--- src/rtl/pipeline_ctrl_pkg.sv ---
// Shared types and constants for the IF/ID/EX pipeline sequencer.
// Stage-control bundles are packed structs so the top can select one per cycle.
package pipeline_ctrl_pkg;

  localparam int REG_W  = 5;
  localparam int WORD_W = 32;

  localparam logic [WORD_W-1:0] SYSCALL_V0_EXIT = 32'd10;

  typedef enum logic [1:0] {
    RUN    = 2'd0,
    DRAIN  = 2'd1,
    HALTED = 2'd2
  } ctrl_state_t;

  typedef struct packed {
    logic pc_en;
    logic ifid_en;
    logic ifid_flush;
    logic idex_flush;
  } stage_ctl_t;

  // Kill: freeze fetch and squash both latches (reset, exit, drain, halted).
  localparam stage_ctl_t CTL_KILL     = '{pc_en: 1'b0, ifid_en: 1'b0, ifid_flush: 1'b1, idex_flush: 1'b1};
  localparam stage_ctl_t CTL_REDIRECT = '{pc_en: 1'b1, ifid_en: 1'b1, ifid_flush: 1'b1, idex_flush: 1'b1};
  localparam stage_ctl_t CTL_STALL    = '{pc_en: 1'b0, ifid_en: 1'b0, ifid_flush: 1'b0, idex_flush: 1'b1};
  localparam stage_ctl_t CTL_ADVANCE  = '{pc_en: 1'b1, ifid_en: 1'b1, ifid_flush: 1'b0, idex_flush: 1'b0};

endpackage

--- src/rtl/pipeline_ctrl_hazard_detect.sv ---
// Load-use hazard compare between the load in EX and the register reads in ID.
// Register 0 is never a real destination, so it can never cause a stall.
module hazard_detect
  import pipeline_ctrl_pkg::*;
(
  input  logic [REG_W-1:0] id_rs_num,
  input  logic [REG_W-1:0] id_rt_num,
  input  logic             id_uses_rs,
  input  logic             id_uses_rt,
  input  logic             ex_mem_read,
  input  logic [REG_W-1:0] ex_reg_write_num,
  output logic             hz
);

  logic rs_match;
  logic rt_match;
  logic dest_valid;

  assign rs_match   = id_uses_rs && (id_rs_num == ex_reg_write_num);
  assign rt_match   = id_uses_rt && (id_rt_num == ex_reg_write_num);
  assign dest_valid = (ex_reg_write_num != '0);

  assign hz = ex_mem_read && dest_valid && (rs_match || rt_match);

endmodule

--- src/rtl/pipeline_ctrl.sv ---
// Pipeline sequencer: load-use stalls, redirect flushes, print latch and exit drain/halt.
// Define PIPE_PERF_CNT_EN to build the cycle/stall performance counters; otherwise they read 0.
module pipeline_ctrl
  import pipeline_ctrl_pkg::*;
#(
  parameter int DRAIN_CYCLES = 2,
  parameter int CNT_W        = 32
) (
  input  logic              clk,
  input  logic              clr,
  input  logic [REG_W-1:0]  id_rs_num,
  input  logic [REG_W-1:0]  id_rt_num,
  input  logic              id_uses_rs,
  input  logic              id_uses_rt,
  input  logic              ex_mem_read,
  input  logic [REG_W-1:0]  ex_reg_write_num,
  input  logic              ex_redirect,
  input  logic              ex_syscall,
  input  logic [WORD_W-1:0] ex_syscall_v0,
  input  logic [WORD_W-1:0] ex_syscall_a0,
  output logic              pc_en,
  output logic              ifid_en,
  output logic              ifid_flush,
  output logic              idex_flush,
  output logic              halted,
  output logic [WORD_W-1:0] display,
  output logic              display_valid,
  output logic [CNT_W-1:0]  cycle_cnt,
  output logic [CNT_W-1:0]  stall_cnt
);

  localparam int DRAIN_W = (DRAIN_CYCLES < 2) ? 1 : $clog2(DRAIN_CYCLES + 1);
  localparam logic [DRAIN_W-1:0] DRAIN_LOAD = DRAIN_W'(DRAIN_CYCLES);
  localparam logic [DRAIN_W-1:0] DRAIN_LAST = DRAIN_W'(1);

  ctrl_state_t        state;
  logic [DRAIN_W-1:0] drain_cnt;
  stage_ctl_t         ctl;
  logic               hz;
  logic               is_exit;
  logic               is_print;

  hazard_detect u_hazard_detect (
    .id_rs_num        (id_rs_num),
    .id_rt_num        (id_rt_num),
    .id_uses_rs       (id_uses_rs),
    .id_uses_rt       (id_uses_rt),
    .ex_mem_read      (ex_mem_read),
    .ex_reg_write_num (ex_reg_write_num),
    .hz               (hz)
  );

  assign is_exit  = ex_syscall && (ex_syscall_v0 == SYSCALL_V0_EXIT);
  assign is_print = ex_syscall && (ex_syscall_v0 != SYSCALL_V0_EXIT);

  // clr is folded in here so the stage controls go to kill without waiting for a clock edge.
  always_comb begin
    ctl = CTL_KILL;
    if (!clr && (state == RUN)) begin
      if (is_exit) begin
        ctl = CTL_KILL;
      end else if (ex_redirect) begin
        ctl = CTL_REDIRECT;
      end else if (hz) begin
        ctl = CTL_STALL;
      end else begin
        ctl = CTL_ADVANCE;
      end
    end
  end

  assign pc_en      = ctl.pc_en;
  assign ifid_en    = ctl.ifid_en;
  assign ifid_flush = ctl.ifid_flush;
  assign idex_flush = ctl.idex_flush;
  assign halted     = (state == HALTED);

  always_ff @(posedge clk or posedge clr) begin
    if (clr) begin
      state         <= RUN;
      drain_cnt     <= '0;
      display       <= '0;
      display_valid <= 1'b0;
    end else begin
      display_valid <= 1'b0;
      unique case (state)
        RUN: begin
          if (is_exit) begin
            if (DRAIN_CYCLES == 0) begin
              state <= HALTED;
            end else begin
              state     <= DRAIN;
              drain_cnt <= DRAIN_LOAD;
            end
          end else if (is_print) begin
            display       <= ex_syscall_a0;
            display_valid <= 1'b1;
          end
        end
        DRAIN: begin
          drain_cnt <= drain_cnt - DRAIN_LAST;
          if (drain_cnt <= DRAIN_LAST) begin
            state <= HALTED;
          end
        end
        HALTED: begin
          state <= HALTED;
        end
        default: begin
          state <= RUN;
        end
      endcase
    end
  end

`ifdef PIPE_PERF_CNT_EN
  logic [CNT_W-1:0] cycle_q;
  logic [CNT_W-1:0] stall_q;
  logic             stall_fire;

  // Mirrors the hazard branch of the priority chain so only real bubbles are counted.
  assign stall_fire = (state == RUN) && !is_exit && !ex_redirect && hz;

  always_ff @(posedge clk or posedge clr) begin
    if (clr) begin
      cycle_q <= '0;
      stall_q <= '0;
    end else begin
      if ((state != HALTED) && (cycle_q != '1)) begin
        cycle_q <= cycle_q + CNT_W'(1);
      end
      if (stall_fire && (stall_q != '1)) begin
        stall_q <= stall_q + CNT_W'(1);
      end
    end
  end

  assign cycle_cnt = cycle_q;
  assign stall_cnt = stall_q;
`else
  assign cycle_cnt = '0;
  assign stall_cnt = '0;
`endif

endmodule
--- config.mk ---
export PLATFORM = sky130hd
export DESIGN_NAME = pipeline_ctrl
export DESIGN_NICKNAME = d
export VERILOG_FILES = /design/src/rtl/pipeline_ctrl_pkg.sv /design/src/rtl/pipeline_ctrl_hazard_detect.sv /design/src/rtl/pipeline_ctrl.sv
export SDC_FILE = /design/constraint.sdc
export NUM_CORES = 1
export LEC_CHECK = 0
export CAP_MARGIN = 20
export CORE_ASPECT_RATIO = 1.5
export CORE_MARGIN = 4
export CORE_UTILIZATION = 34
export DETAILED_ROUTE_END_ITERATION = 8
export PLACE_DENSITY = 0.82
export SETUP_SLACK_MARGIN = 0.4
export SKIP_CTS_REPAIR_TIMING = 1
export SLEW_MARGIN = 20
export SYNTH_ARGS = -nofsm -noshare
export SYNTH_HDL_FRONTEND = slang
export SYNTH_SLANG_ARGS = --single-unit
--- constraint.sdc ---
create_clock -name clk -period 2.5 [get_ports clk]
set_clock_uncertainty 0.05 [all_clocks]
set_input_delay 0.5 -clock clk [delete_from_list [all_inputs] [get_ports clk]]
set_output_delay 0.5 -clock clk [all_outputs]
set_load 0.1 [all_outputs]
==> flow_summary_export.csv <==
group,metric,value,unit
outcome,outcome,"complete, but fails checks",
outcome,violations,"negative setup slack",
sta,finalSetupViolCount,1,
sta,fin_hold_ws,432,ps
power,clockPowerShare,0.147,
critical_path,cp-start-kind,"input pin",
sta,rsz0062_at_grt,"true",
synth,syn_inst,198,
global_routing,grt_max_degree,38,
clock_tree,cts_buffers,5,
synth,syn_avg_cell_area,12.3,µm²
power,combPwrFrac,0.594,
synth,yosys.cell_types.count,33,
cells_and_area,final_nets,436,
min_path,hold_class,"reg2reg",
global_routing,grt_pass1_vias,1866,
power,power.density,766,nW/µm²
clock_tree,cts_tree,"done",
place,dp_slack,-339,ps
place,place_congestion,0.766,
route,routed_wl,6.43,mm
critical_path,worstPathRequired,1950,ps
global_routing,grt-ovfl-total,0,
floorplan,io_pins,188,
sta,finalHoldViolCount,0,
place,dpl.hpwl,5.15,mm
synth,synth.cell_area,2430,µm²
power,switching_power,0.00163,W
critical_path,crit_fanout,3,
critical_path,cp_cell_sequence,"dlymetal6s2s_1, nor4b_4, nand4_1, o41ai_4, buf_4, or3_4, or2_4, buf_12",
clock_tree,cts_root_buf,"clkbuf_8",
sta,fin_crit,2510,ps
critical_path,worst_path_largest_cell_delay,380,ps
sta,fin_crit_sh,1.00,
floorplan,die_area,8590,µm²
power,seq_power_share,0.259,
synth,synth.area.top_cells,"dfrtp_1, buf_4, mux2_4",
power,p_int,0.00131,W
global_routing,grt_usage,0.131,
cells_and_area,final_common_cell,"conb_1",
synth,ys_ff_latch,37,
synth,yosys.area.top_type_share,0.381,
critical_path,crit_arrival,1960,ps
critical_path,critPathSlowestCell,"or3_4",
synth,synth_edf_count,0,
route,drc,0,
route,num_vias,1859,
cells_and_area,drive_gt1_frac,0.406,
cells_and_area,utilization,0.558,
floorplan,core.rowCount,37,
synth,ys_warn_count,0,
power,ir_worst_vdd,367,µV
cells_and_area,final_area,3850,µm²
floorplan,start_util,0.352,
critical_path,critical_path_class,"in2out",
cells_and_area,area_growth,58.5,%
global_routing,grt_pass1_wl,8.98,mm
synth,yosys.area.top_type,"dfrtp_1",
flow_run,maxCapViolCount,0,
clock_tree,numClockSinks,37,
power,total_leakage_power,2.24,nW
synth,async_flop_share,1.00,
floorplan,die_h,112,µm
critical_path,endpoint_kind,"output port",
sta,fmax,399,MHz
route,wl_per_cell,15.1,µm
global_routing,antenna_found_initial,0,
sta,final.setup.worst_slack,-7.40,ps
place,io_buffer_count,123,
clock_tree,path_clk_slew,70,ps
route,dr.pass1.iters,4,
floorplan,die_w,77.0,µm
clock_tree,htreeDepth,2,
floorplan,design.core.area,6900,µm²
cells_and_area,layout_common_cells,"conb_1, buf_4, clkdlybuf4s50_1",
power,switching_share,0.554,
route,routed_via_density,4.37,
place,place_area,3600,µm²
clock_tree,clk_latency,280,ps
sta,drv_slew,0,
route,ant_nets,0,
cells_and_area,diodes,0,
synth,yosysSeqAreaShare,0.381,
route,initialDrtViolationCount,54,
clock_tree,clock_path_buffers,2,
power,p_total,0.00295,W
synth,ys.flop_type,"dfrtp_1",
-- Yosys cell counts (all sizes together), types with 2 or more instances --
cell and n:
buf 68, dfrtp 37, mux2 32, nor4 11
xor2 8, inv 7, ha 4, a21oi 3
nand2 3, nor4b 3, mux2i 2, nand3 2
nand3b 2, nand4 2, xnor2 2
-- routing by layer --
metal	vias to the layer above	share of wire	track usage
li1	845	-	-
met1	874	0.32	0.129
met2	127	0.56	0.261
met3	13	0.097	0.0316
met4	0	0.017	0.0439
met5	-	0	0
-- state kept, by name (all words and copies together), names as in the netlist --
| signal | flops |
|---|---|
| display | 32 |
| display_valid | 1 |
| drain_cnt | 2 |
| state | 2 |
-- power by group through the flow --
stage / Combinational [W] / Sequential [W] / Clock [W]
after global routing: 0.00179 / 0.000780 / 0.000480
final: 0.00175 / 0.000764 / 0.000434
after floorplan: 0.000672 / 0.00155 / 0
after detailed placement: 0.00175 / 0.000777 / 0
after global placement: 0.00174 / 0.000767 / 0
after CTS: 0.00176 / 0.000765 / 0.000452
-- area by class of cell --
| class | count | area, µm² |
|---|---|---|
| Inverter | 7 | 26.3 |
| Clock buffer | 6 | 82.6 |
| Timing Repair Buffer | 146 | 1420 |
| Clock inverter | 2 | 13.8 |
| Sequential cell | 37 | 926 |
| Multi-Input combinational cell | 149 | 1280 |
| Tap cell | 78 | 97.6 |
| Fill cell | 566 | 3050 |
-- critical path, delay by kind of cell --
kind / cells / cell delay, ps
buffers and inverters: 3 / 450
and+or+nand+nor: 4 / 900
AOI/OAI and AO/OA: 1 / 90
-- cells by family (layout without fill, tap and decap cells) --
family / Yosys count / count (layout) / share of synthesized area
buffers and inverters: 75 / 161 / 0.236
DFF: 37 / 37 / 0.381
muxes: 34 / 34 / 0.201
and+or+nand+nor: 28 / 28 / 0.0897
xor gates and xnor gates: 10 / 10 / 0.0361
AOI/OAI and AO/OA: 9 / 9 / 0.0330
adders and majority gates: 4 / 4 / 0.0206
other: 1 / 64 / 0.00154
-- worst paths after layout --
check,startpoint,endpoint,slack [ps],cells past startpoint
max,ex_syscall_v0[3],idex_flush,-7,8
max in group asynchronous,clr,state[0],1290,4
min reg2reg,drain_cnt[0],drain_cnt[0],430,1
min in group asynchronous,clr,display[3],770,4
min,drain_cnt[0],drain_cnt[0],430,1
max reg2reg,state[0],display[20],800,7
-- through the flow --
stage / TNS, ps / std cells
after floorplan: -1020 / 261
after detailed placement: -4140 / 413
after CTS: -1350 / 421
after global routing: -275 / 425
after global placement: -4150 / 413
final: -7.40 / 425
(Power assumes the default switching activity.)
==> variant (same settings) <==
Set the parameter `DRAIN_CYCLES` to 8 (it was 2).
--- a/src/rtl/pipeline_ctrl.sv
+++ b/src/rtl/pipeline_ctrl.sv
@@ -4,5 +4,5 @@
   import pipeline_ctrl_pkg::*;
 #(
-  parameter int DRAIN_CYCLES = 2,
+  parameter int DRAIN_CYCLES = 8,
   parameter int CNT_W        = 32
 ) (
Formal check against the unedited RTL: not equivalent (Yosys sat finds a counterexample within 4 cycles, from zero or initial values).
==> variant against the original RTL <==
Wire length shrank 5.2%; synthesized area shrank 1.4%; final area shrank 1.9%; total power grew 1.4%; first-iteration DRC count grew 15%; sequential cell count grew 2; worst setup slack gained 0.014 ns; critical path depth shrank 2; critical endpoint unchanged; highest routed layer unchanged.
==> variant: results (changes against the original RTL) <==
{
  "layout_top_registers": {"value": "display: 32 flops, drain_cnt: 4 flops, state: 2 flops"},
  "critPathSlowestCell": {"value": "sky130_fd_sc_hd__clkdlybuf4s50_1"},
  "globalplace.congestion": {"value": 0.742, "change": "-3.1%"},
  "worst-r2r-cell-count": {"value": 6, "change": "-1"},
  "dp_worst_setup_slack": {"value": -0.348, "unit": "ns", "change": "-0.00928 ns"},
  "min_to": {"value": "display[18]"},
  "p_comb": {"value": 1.69, "unit": "mW", "change": "-3%"},
  "firstDrtPassIters": {"value": 3, "change": "-1"},
  "first_global_vias": {"value": 1939, "change": "+3.9%"},
  "synth.distinct_cells": {"value": 35, "change": "+6.1%"},
  "fillCellCount": {"value": 602, "change": "+6.4%"},
  "crit_path_max_incr_delay": {"value": 0.45, "unit": "ns", "change": "+0.07 ns"},
  "outcome": {"value": "completed"},
  "final_layout_size_suffix_gt1_frac": {"value": 0.365, "change": "-0.0414"},
  "clk-power": {"value": 0.516, "unit": "mW", "change": "+19%"},
  "flop_to_flop_setup_slack": {"value": 0.85, "unit": "ns", "change": "+0.05 ns"},
  "synth_compound_gate_area_share": {"value": 0.0455, "change": "+0.0125"},
  "detail_route.iter0.violations": {"value": 62, "change": "+15%"},
  "timing.hold.ws": {"value": 0.459, "unit": "ns", "change": "+0.0272 ns"},
  "hpwlAfterDp": {"value": 4850, "unit": "um", "change": "-5.8%"},
  "cellPowerDensity": {"value": 792, "unit": "nW/um^2", "change": "+3.4%"},
  "cp_data_arrival_time": {"value": 1.94, "unit": "ns", "change": "-0.02 ns"},
  "critical_path_peak_fanout": {"value": 2, "change": "-1"},
  "critical_path.reg2reg.endpoint": {"value": "state[1]"},
  "synth_adder_area_share": {"value": 0.0261, "change": "+0.00553"},
  "power_leakage": {"value": 2.15, "unit": "nW", "change": "-4.2%"},
  "max-vdd-ir-drop": {"value": 312, "unit": "uV", "change": "-15%"},
  "xor_and_xnor_fraction_of_the_mapped_netlist_area": {"value": 0.0366, "change": "+0.000528"}
}
==> variant: per-stage QoR <==
stage,utilization,instances,cell area (um^2)
CTS,0.531,426,3640
detailed placement,0.515,418,3530
global route,0.551,426,3780
floorplan,-,276,2690
global placement,0.515,418,3530
finish,0.551,426,3780
==> variant: metal layers <==
metal,part of all wire,global-route usage,vias to the layer above
met2,0.60,0.261,98
met5,0,0,-
met3,0.068,0.0317,10
li1,-,-,871
met4,0.023,0.0544,0
met1,0.31,0.130,895
==> variant: worst max-delay path: cells and delay by family <==
family / cells / cell delay, ns
compound gates: 1 / 0.08
buf+inv: 3 / 0.69
simple gates: 2 / 0.66
==> variant: final cells by class <==
cell class | instances | area, um^2 | area share
Sequential cell | 39 | 976 | 0.258
Multi-Input combinational cell | 159 | 1240 | 0.327
Clock buffer | 5 | 68.8 | 0.0182
Tap cell | 78 | 97.6 | 0.0258
Clock inverter | 3 | 43.8 | 0.0116
Inverter | 10 | 37.5 | 0.00994
Timing Repair Buffer | 132 | 1320 | 0.349
